### src/rtl/mem_copy_engine.sv
// Word-granular memory copy engine: streams len words from src_base to dst_base
// through a credit-controlled read-data FIFO so write back-pressure never drops data.
module mem_copy_engine #(
   parameter int DATA_WIDTH = 32,
   parameter int ADDR_WIDTH = 4,
   parameter int DATA_LAT   = 1,
   parameter int FIFO_DEPTH = 4
) (
   input  logic                  clk,
   input  logic                  rst_n,
   input  logic                  start,
   input  logic [ADDR_WIDTH-1:0] src_base,
   input  logic [ADDR_WIDTH-1:0] dst_base,
   input  logic [ADDR_WIDTH:0]   len,
   output logic                  busy,
   output logic                  done,
   output logic [ADDR_WIDTH-1:0] r_addr,
   output logic                  r_avalid,
   input  logic                  r_aready,
   input  logic                  r_dvalid,
   input  logic [DATA_WIDTH-1:0] r_data,
   output logic [ADDR_WIDTH-1:0] w_addr,
   output logic [DATA_WIDTH-1:0] w_data,
   output logic                  w_valid,
   input  logic                  w_ready
);

   localparam int PW = (FIFO_DEPTH > 1) ? $clog2(FIFO_DEPTH) : 1;
   localparam int CW = $clog2(FIFO_DEPTH + 1);
   localparam int LW = ADDR_WIDTH + 1;

   generate
      if (DATA_LAT < 1 || FIFO_DEPTH < DATA_LAT + 1) begin : g_bad_cfg
         $error("mem_copy_engine: FIFO_DEPTH must be at least DATA_LAT+1 and DATA_LAT at least 1");
      end
   endgenerate

   typedef enum logic {IDLE, RUN} state_t;

   state_t                state_q, state_d;
   logic                  done_q, done_d, load;
   logic [ADDR_WIDTH-1:0] src_q, dst_q;
   logic [LW-1:0]         len_q, rd_cnt, wr_cnt;
   logic [CW-1:0]         outst, fcnt;
   logic [PW-1:0]         wptr, rptr;
   logic [DATA_WIDTH-1:0] fifo_mem [FIFO_DEPTH];
   logic                  rd_acc, wr_acc, push, last_wr, credit_ok;

   function automatic logic [PW-1:0] ptr_inc(input logic [PW-1:0] p);
      return (p == PW'(FIFO_DEPTH - 1)) ? '0 : p + PW'(1);
   endfunction

   // Reads in flight plus buffered words may never exceed the buffer depth,
   // so every returning word is guaranteed a slot.
   assign credit_ok = ({1'b0, outst} + {1'b0, fcnt}) < (CW + 1)'(FIFO_DEPTH);
   assign r_avalid  = (state_q == RUN) && (rd_cnt < len_q) && credit_ok;
   assign r_addr    = src_q + rd_cnt[ADDR_WIDTH-1:0];
   assign w_valid   = (state_q == RUN) && (fcnt != '0);
   assign w_addr    = dst_q + wr_cnt[ADDR_WIDTH-1:0];
   assign w_data    = w_valid ? fifo_mem[rptr] : '0;
   assign rd_acc    = r_avalid && r_aready;
   assign wr_acc    = w_valid && w_ready;
   assign push      = r_dvalid && (outst != '0);
   assign last_wr   = wr_acc && ((wr_cnt + LW'(1)) == len_q);
   assign busy      = (state_q == RUN);
   assign done      = done_q;

   always_comb begin
      state_d = state_q;
      done_d  = 1'b0;
      load    = 1'b0;
      case (state_q)
         IDLE: begin
            if (start) begin
               if (len != '0) begin
                  state_d = RUN;
                  load    = 1'b1;
               end else begin
                  done_d  = 1'b1;
               end
            end
         end
         RUN: begin
            if (last_wr) begin
               state_d = IDLE;
               done_d  = 1'b1;
            end
         end
         default: state_d = IDLE;
      endcase
   end

   always_ff @(posedge clk or negedge rst_n) begin
      if (!rst_n) begin
         state_q <= IDLE;
         done_q  <= 1'b0;
      end else begin
         state_q <= state_d;
         done_q  <= done_d;
      end
   end

   always_ff @(posedge clk or negedge rst_n) begin
      if (!rst_n) begin
         src_q  <= '0;
         dst_q  <= '0;
         len_q  <= '0;
         rd_cnt <= '0;
         wr_cnt <= '0;
         outst  <= '0;
         fcnt   <= '0;
         wptr   <= '0;
         rptr   <= '0;
      end else begin
         if (load) begin
            src_q  <= src_base;
            dst_q  <= dst_base;
            len_q  <= len;
            rd_cnt <= '0;
            wr_cnt <= '0;
         end else begin
            if (rd_acc) rd_cnt <= rd_cnt + LW'(1);
            if (wr_acc) wr_cnt <= wr_cnt + LW'(1);
         end
         case ({rd_acc, push})
            2'b10:   outst <= outst + CW'(1);
            2'b01:   outst <= outst - CW'(1);
            default: outst <= outst;
         endcase
         case ({push, wr_acc})
            2'b10:   fcnt <= fcnt + CW'(1);
            2'b01:   fcnt <= fcnt - CW'(1);
            default: fcnt <= fcnt;
         endcase
         if (push)   wptr <= ptr_inc(wptr);
         if (wr_acc) rptr <= ptr_inc(rptr);
      end
   end

   // Storage needs no reset: w_data is masked whenever the buffer is empty.
   always_ff @(posedge clk) begin
      if (push) fifo_mem[wptr] <= r_data;
   end

endmodule

### config.mk
export PLATFORM = sky130hd
export DESIGN_NAME = mem_copy_engine
export DESIGN_NICKNAME = d
export VERILOG_FILES = /design/src/rtl/mem_copy_engine.sv
export SDC_FILE = /design/constraint.sdc
export NUM_CORES = 1
export LEC_CHECK = 0
export ABC_CLOCK_PERIOD_IN_PS = 5300
export BUFFER_PORTS_ARGS = -buffer_cell sky130_fd_sc_hd__buf_2
export CORE_MARGIN = 2
export CORE_UTILIZATION = 60
export CTS_BUF_LIST = sky130_fd_sc_hd__clkbuf_4 sky130_fd_sc_hd__clkbuf_8
export DETAILED_ROUTE_END_ITERATION = 6
export GPL_TIMING_DRIVEN = 0
export HOLD_SLACK_MARGIN = 0.15
export PLACE_DENSITY = 0.83
export SETUP_SLACK_MARGIN = 0.5
export SKIP_CTS_REPAIR_TIMING = 1
export SYNTH_ARGS = -nofsm -noshare
export SYNTH_HDL_FRONTEND = slang
export SYNTH_SLANG_ARGS = --single-unit
### constraint.sdc
create_clock -name clk -period 5.3 [get_ports clk]
set_input_delay 0.265 -clock clk [delete_from_list [all_inputs] [get_ports clk]]
set_output_delay 0.265 -clock clk [all_outputs]
set_load 0.02 [all_outputs]
# Word level (Yosys, flattened, before mapping)
# Memories as Yosys holds them, arrays and structs flattened.
# Index checks and enable logic that the tools add are counted.
# Widths: inputs -> output; s select.
# word_totals
ff_bits,35
latchBits,0
ramBits,128
mem_bits_ro,0
inputBits,51
out_inout_bits,44
word_cells,67
n_memories,1
# mem_list
name,depth,width,read_ports,rd_clocked_by_memory_dff,write_ports,line_no,source
fifo_mem,4,32,1,0,1,46,logic [DATA_WIDTH-1:0] fifo_mem [FIFO_DEPTH];
# classes
addsub,11
n_mul,0
div,0
magnitude_cmp,2
eq_ne,7
shift,0
mux,20
bitwise,1
n_reduce_logical,14
# ops
cell,n
$mux 32,1
$mux 5,4
$pmux 3 s2,2
$add 5x1->5 const B,2
$mux 1,9
$add 4x4->4,2
$eq 2x2->1 const B,4
$reduce_bool 2->1,4
$logic_and 1x1->1,7
$add 3x1->3 const B,2
$reduce_bool 3->1,2
$sub 3x1->3 const B,2
$eq 5x5->1,1
$lt 5x5->1,1
$reduce_bool 5->1,1
$add 2x1->2 const B,2
$add 3x3->4,1
$eq 2x1->1 const B,2
$lt 4x3->1 const B,1
$mux 2,2
$pmux 1 s2,2
$not 1->1,1

# Longest topological paths before layout
# logic_depth
ltp_word,6
mapped_depth,12
ltp_nobuf,12

# Worst setup path after synthesis
# OpenSTA, ideal clock, no wires.
# synth_path
path_type,register -> register
start,register rd_cnt[2]
end,register outst[1]
setup_time_ns,0.083
arrival_time_ns,2.248
t_required_ns,5.217
setup_slack_ns,2.969
path_stages_with_launch,10
path_buffers,0
period_less_slack_ns,2.331
path_cell_list,dfrtp_1 > ha_1 > a21oi_1 > o21ai_1 > a311oi_4 > inv_1 > ha_1 > inv_1 > fa_1 > o21ai_0
# synth_via
elab_chain_cells,6
elab_cells_between_ends,8
cone_classes,order compare: 1; eq/ne: 2; mux: 1; reduce/logical: 4
# synth_rtl
element,line_no,source
"start, declared",43,"logic [LW-1:0] len_q, rd_cnt, wr_cnt;"
"start signal, assigned",122,if (rd_acc) rd_cnt <= rd_cnt + LW'(1);
$lt 5x5->1 (*),56,assign r_avalid = (state_q == RUN) && (rd_cnt < len_q) && credit_ok;
$logic_and 1x1->1 (*) (2 in series),56,
$logic_and 1x1->1 (*),61,assign rd_acc = r_avalid && r_aready;
$eq 2x1->1 / $eq 2x2->1 (equally long branches),125,"case ({rd_acc, push})"
$pmux 3 s2 / $reduce_bool 2->1 (equally long branches),--,
"end signal, assigned",126,2'b10: outst <= outst + CW'(1);
"end signal, assigned",127,2'b01: outst <= outst - CW'(1);
"end signal, assigned",128,default: outst <= outst;
"end, declared",44,"logic [CW-1:0] outst, fcnt;"
# Every way passes the cells marked *; elsewhere a longest branch is shown, timed or not.
# A chain may end at the register's enable or synchronous reset.

# Final worst setup path
# layout_path
start,register rptr[1]
end,output w_data[16]
# layout_via
elab_chain_cells,2
# layout_rtl
element,line_no,source
"start, declared",45,"logic [PW-1:0] wptr, rptr;"
"start signal, assigned",136,if (wr_acc) rptr <= ptr_inc(rptr);
$mem_v2 4x32,--,
$mux 32,60,assign w_data = w_valid ? fifo_mem[rptr] : '0;
"end, declared",23,"output logic [DATA_WIDTH-1:0] w_data,"
# Every way passes these cells.

==> run_results.csv <==
group,metric,value,unit
pwr,switchingPower,1810,uW
worst_setup_path,crit_cells,5,
yosys,syn_area_per_cell,16.4,um2
die,die_h,112,um
routing,totalWireLength,13.0,mm
routing,vias,4080,
timing,hold_viol,0,
global_routing,antenna_found_initial,0,
yosys,synth_fa_ha_area_share,4.94,%
worst_setup_path,worst_path_most_repeated_cell,"clkbuf_1",
yosys,yosysSeqAreaShare,68.1,%
yosys,syn_inst,422,
layout,area_delta_synth_final,21.3,%
place,gp_congestion,0.802,
clock_tree,numCtsBuffers,17,
timing,period_share,49.3,%
layout,mostFrequentLayoutCell,"edfxtp_1",
worst_setup_path,path_buf_inv,3,
die,pin_count,95,
layout,nNetsFinal,658,
pwr,total_power,4710,uW
worst_setup_path,crit_slowest_cell,"clkbuf_1",
yosys,synth_mux_area_share,10.7,%
global_routing,grt_pass1_vias,4055,
yosys,syn_nets,498,
clock_tree,cts_tree,"done",
routing,first_pass_iters,6,
layout,layout.area.seq,4720,um2
die,core,11400,um2
worst_setup_path,crit_fanout,10,
timing,slew_headroom,39.4,%
job,maxCapViolations,0,
global_routing,grtUsageTotal,21.2,%
worst_setup_path,critPathTopFamily,"buffers and inverters",
pwr,power.static_leakage,0.00332,uW
place,io_buffers,94,
timing,setup_viol,0,
die,die-width,112,um
routing,wire_per_inst,17.6,um
timing,slew_violations,0,
layout,num-fill-cells,695,
yosys,synth_xor_area_share,2.78,%
yosys,synth_top_family_by_area,"multiplexers",
place,placed_cells,659,
hold_path,hold_class,"in2reg",
pwr,power_density,560,nW/um2
worst_setup_path,crit_start,"rptr[1]",
timing,skew,16.6,ps
place,hpwl,8.12,mm
worst_setup_path,critPathCaptureType,"output port",
worst_setup_path,crit_arrival,2350,ps
pwr,irDropWorstVdd,0.362,mV
global_routing,overflow,0,
timing,fmaxAchievable,382,MHz
worst_setup_path,r2r-start,"rd_cnt[2]",
worst_setup_path,crit_chain,"clkbuf_1, clkbuf_1, mux4_2, and2_1, buf_2",
clock_tree,clkLatencyLatePin,450,ps
die,rows,39,
die,initial_core_util,61.0,%
layout,fin_util,74.0,%
yosys,synth_warnings,0,
timing,rsz0062_at_grt,"false",
routing,postRouteAntennaNets,0,
layout,drive_gt1_share,30.1,%
worst_setup_path,critical_path_required,5040,ps
layout,final_cell_count_no_fill,738,
yosys,ys_types,40,
layout,antennaDiodeCount,0,
worst_setup_path,worstSetupPathType,"reg2out",
global_routing,grt_pass1_wl,20.1,mm
yosys,synthSimpleGateAreaFrac,7.78,%
pwr,clock_power_share,17.2,%
timing,tns,0,ps
clock_tree,ctsRootBufferMaster,"clkbuf_8",
routing,drcViolationCount,0,
clock_tree,clk_path_buf_depth,2,
yosys,syn_area,6930,um2
pwr,power.internal,2910,uW
worst_setup_path,max_stage_delay,550,ps
pwr,switching_share,38.3,%
global_routing,grt_max_degree,36,
pwr,combPwrFrac,43.4,%
worst_setup_path,rr_worst_depth,11,
timing,tightest_slew,909,ps
pwr,pwr-share-seq,39.4,%
layout,mostFrequentLayoutCells,"edfxtp_1 (128), buf_2 (103), dlygate4sd3_1 (47), nand2_1 (43), dfrtp_1 (35)",
clock_tree,cts.sinks,163,
worst_setup_path,reg2reg_setup_slack,2700,ps
yosys,ys_ff_latch,163,
timing,hold_ws,257,ps
timing,fin_crit,2610,ps
routing,drt_iter0_drc,330,
worst_setup_path,startpoint_type,"flop",
worst_setup_path,critical_path.endpoint,"w_data[16]",
clock_tree,clk_pin_slew_worst_paths,100,ps
status,status,"completed",
die,die_area,12400,um2
layout,multi_input_comb_area,2050,um2
routing,vias_per_cell,5.53,
worst_setup_path,r2r-end,"outst[2]",
yosys,synth_compound_area_share,3.32,%
clock_tree,htree_num_levels,4,
## registers in the layout (all words and copies together), names as in the netlist
name and flops:
done 1, outst 3, len_q 5, rptr 2
wr_cnt 5, rd_cnt 5, src_q 4, fifo_mem 128
dst_q 4, wptr 2, fcnt 3, busy 1
## worst min path at each step
stage | start | cells after the start | end | slack, ps
after floorplan | rst_n | 0 | busy | -30
after global placement | rst_n | 1 | src_q[2] | 390
after global routing | r_aready | 5 | rd_cnt[1] | 240
after detailed placement | rst_n | 1 | src_q[0] | 390
final | r_aready | 5 | rd_cnt[1] | 260
after CTS | rst_n | 1 | src_q[0] | -110
## worst register-to-register path: stages (launching register included)
cell	delay, ps
dfrtp_1	450
ha_1	310
a21oi_1	130
o21ai_1	140
a311oi_4	510
inv_1	90
ha_1	220
inv_1	70
fa_1	170
xor2_1	140
nor2_1	80
xor2_1	150
## final cells by class
class                   instances  share of cell area [%]
flip-flops and latches        163                    56.1
multi-input cells             218                    24.4
repair buffers                141                    11.2
clock buffers                  17                    2.78
well taps                     143                    2.13
clock inverters                15                    1.44
inverters                      25                    1.12
plain buffers                  16                   0.892
## cells in the mapped netlist (all sizes together)
| library cell | number | area, um2 |
|---|---|---|
| edfxtp | 128 | 3840 |
| nand2 | 43 | 161 |
| and2 | 36 | 225 |
| dfrtp | 35 | 876 |
| mux4 | 32 | 721 |
| inv | 25 | 93.8 |
| ha | 21 | 263 |
| o21ai | 17 | 88.8 |
| xnor2 | 13 | 114 |
| buf | 10 | 52.6 |
| xor2 | 9 | 78.8 |
| clkbuf | 6 | 22.5 |
| nand3 | 6 | 30.0 |
| nor2 | 6 | 25.0 |
| a21oi | 4 | 20.0 |
| fa | 4 | 80.1 |
| a21o | 3 | 22.5 |
| nand4 | 3 | 25.0 |
| mux2i | 2 | 20.0 |
| nor2b | 2 | 12.5 |
| nor3 | 2 | 21.3 |
| o21a | 2 | 15.0 |
| o31a | 2 | 18.8 |
| o31ai | 2 | 15.0 |
| or4 | 2 | 18.8 |
| a311oi | 1 | 26.3 |
| a31o | 1 | 8.76 |
| a31oi | 1 | 6.26 |
| and2b | 1 | 7.51 |
| nand2b | 1 | 6.26 |
| o41ai | 1 | 8.76 |
| or3 | 1 | 6.26 |
## stage by stage
step	area [um2]	setup WS, ps
after floorplan	6930	2970
after global placement	7580	2780
after detailed placement	7590	2730
after CTS	7940	2650
after global routing	8410	2480
final	8410	2690
## per-layer routing
layer  track usage [%]  vias to the layer above  share of wire [%]  routed length, um
li1                  -                     1882                  -                  -
met1              27.9                     2038                 42               5390
met2              34.3                      133                 52               6700
met3              5.99                       27                4.9                634
met4              8.15                        0                2.0                257
met5                 0                        -                  0                  0
## kinds of logic (layout without fill, tap and decap cells)
group                      count (synthesis)  after routing
buffers and inverters                     41            214
muxes                                     34             34
DFF                                      163            163
AOI/OAI and AO/OA                         34             34
and+or+nand+nor                          103            103
adders and majority gates                 25             25
xor gates and xnor gates                  22             22
## power by group through the flow
stage	logic [uW]	registers, uW	clock network, uW
finish	2040	1860	809
global route	2240	1890	874
CTS	2040	1860	818
detailed placement	2030	1890	0
global placement	1980	1870	0
floorplan	1480	1840	0
Note: power is estimated with default switching activity, not from simulation.
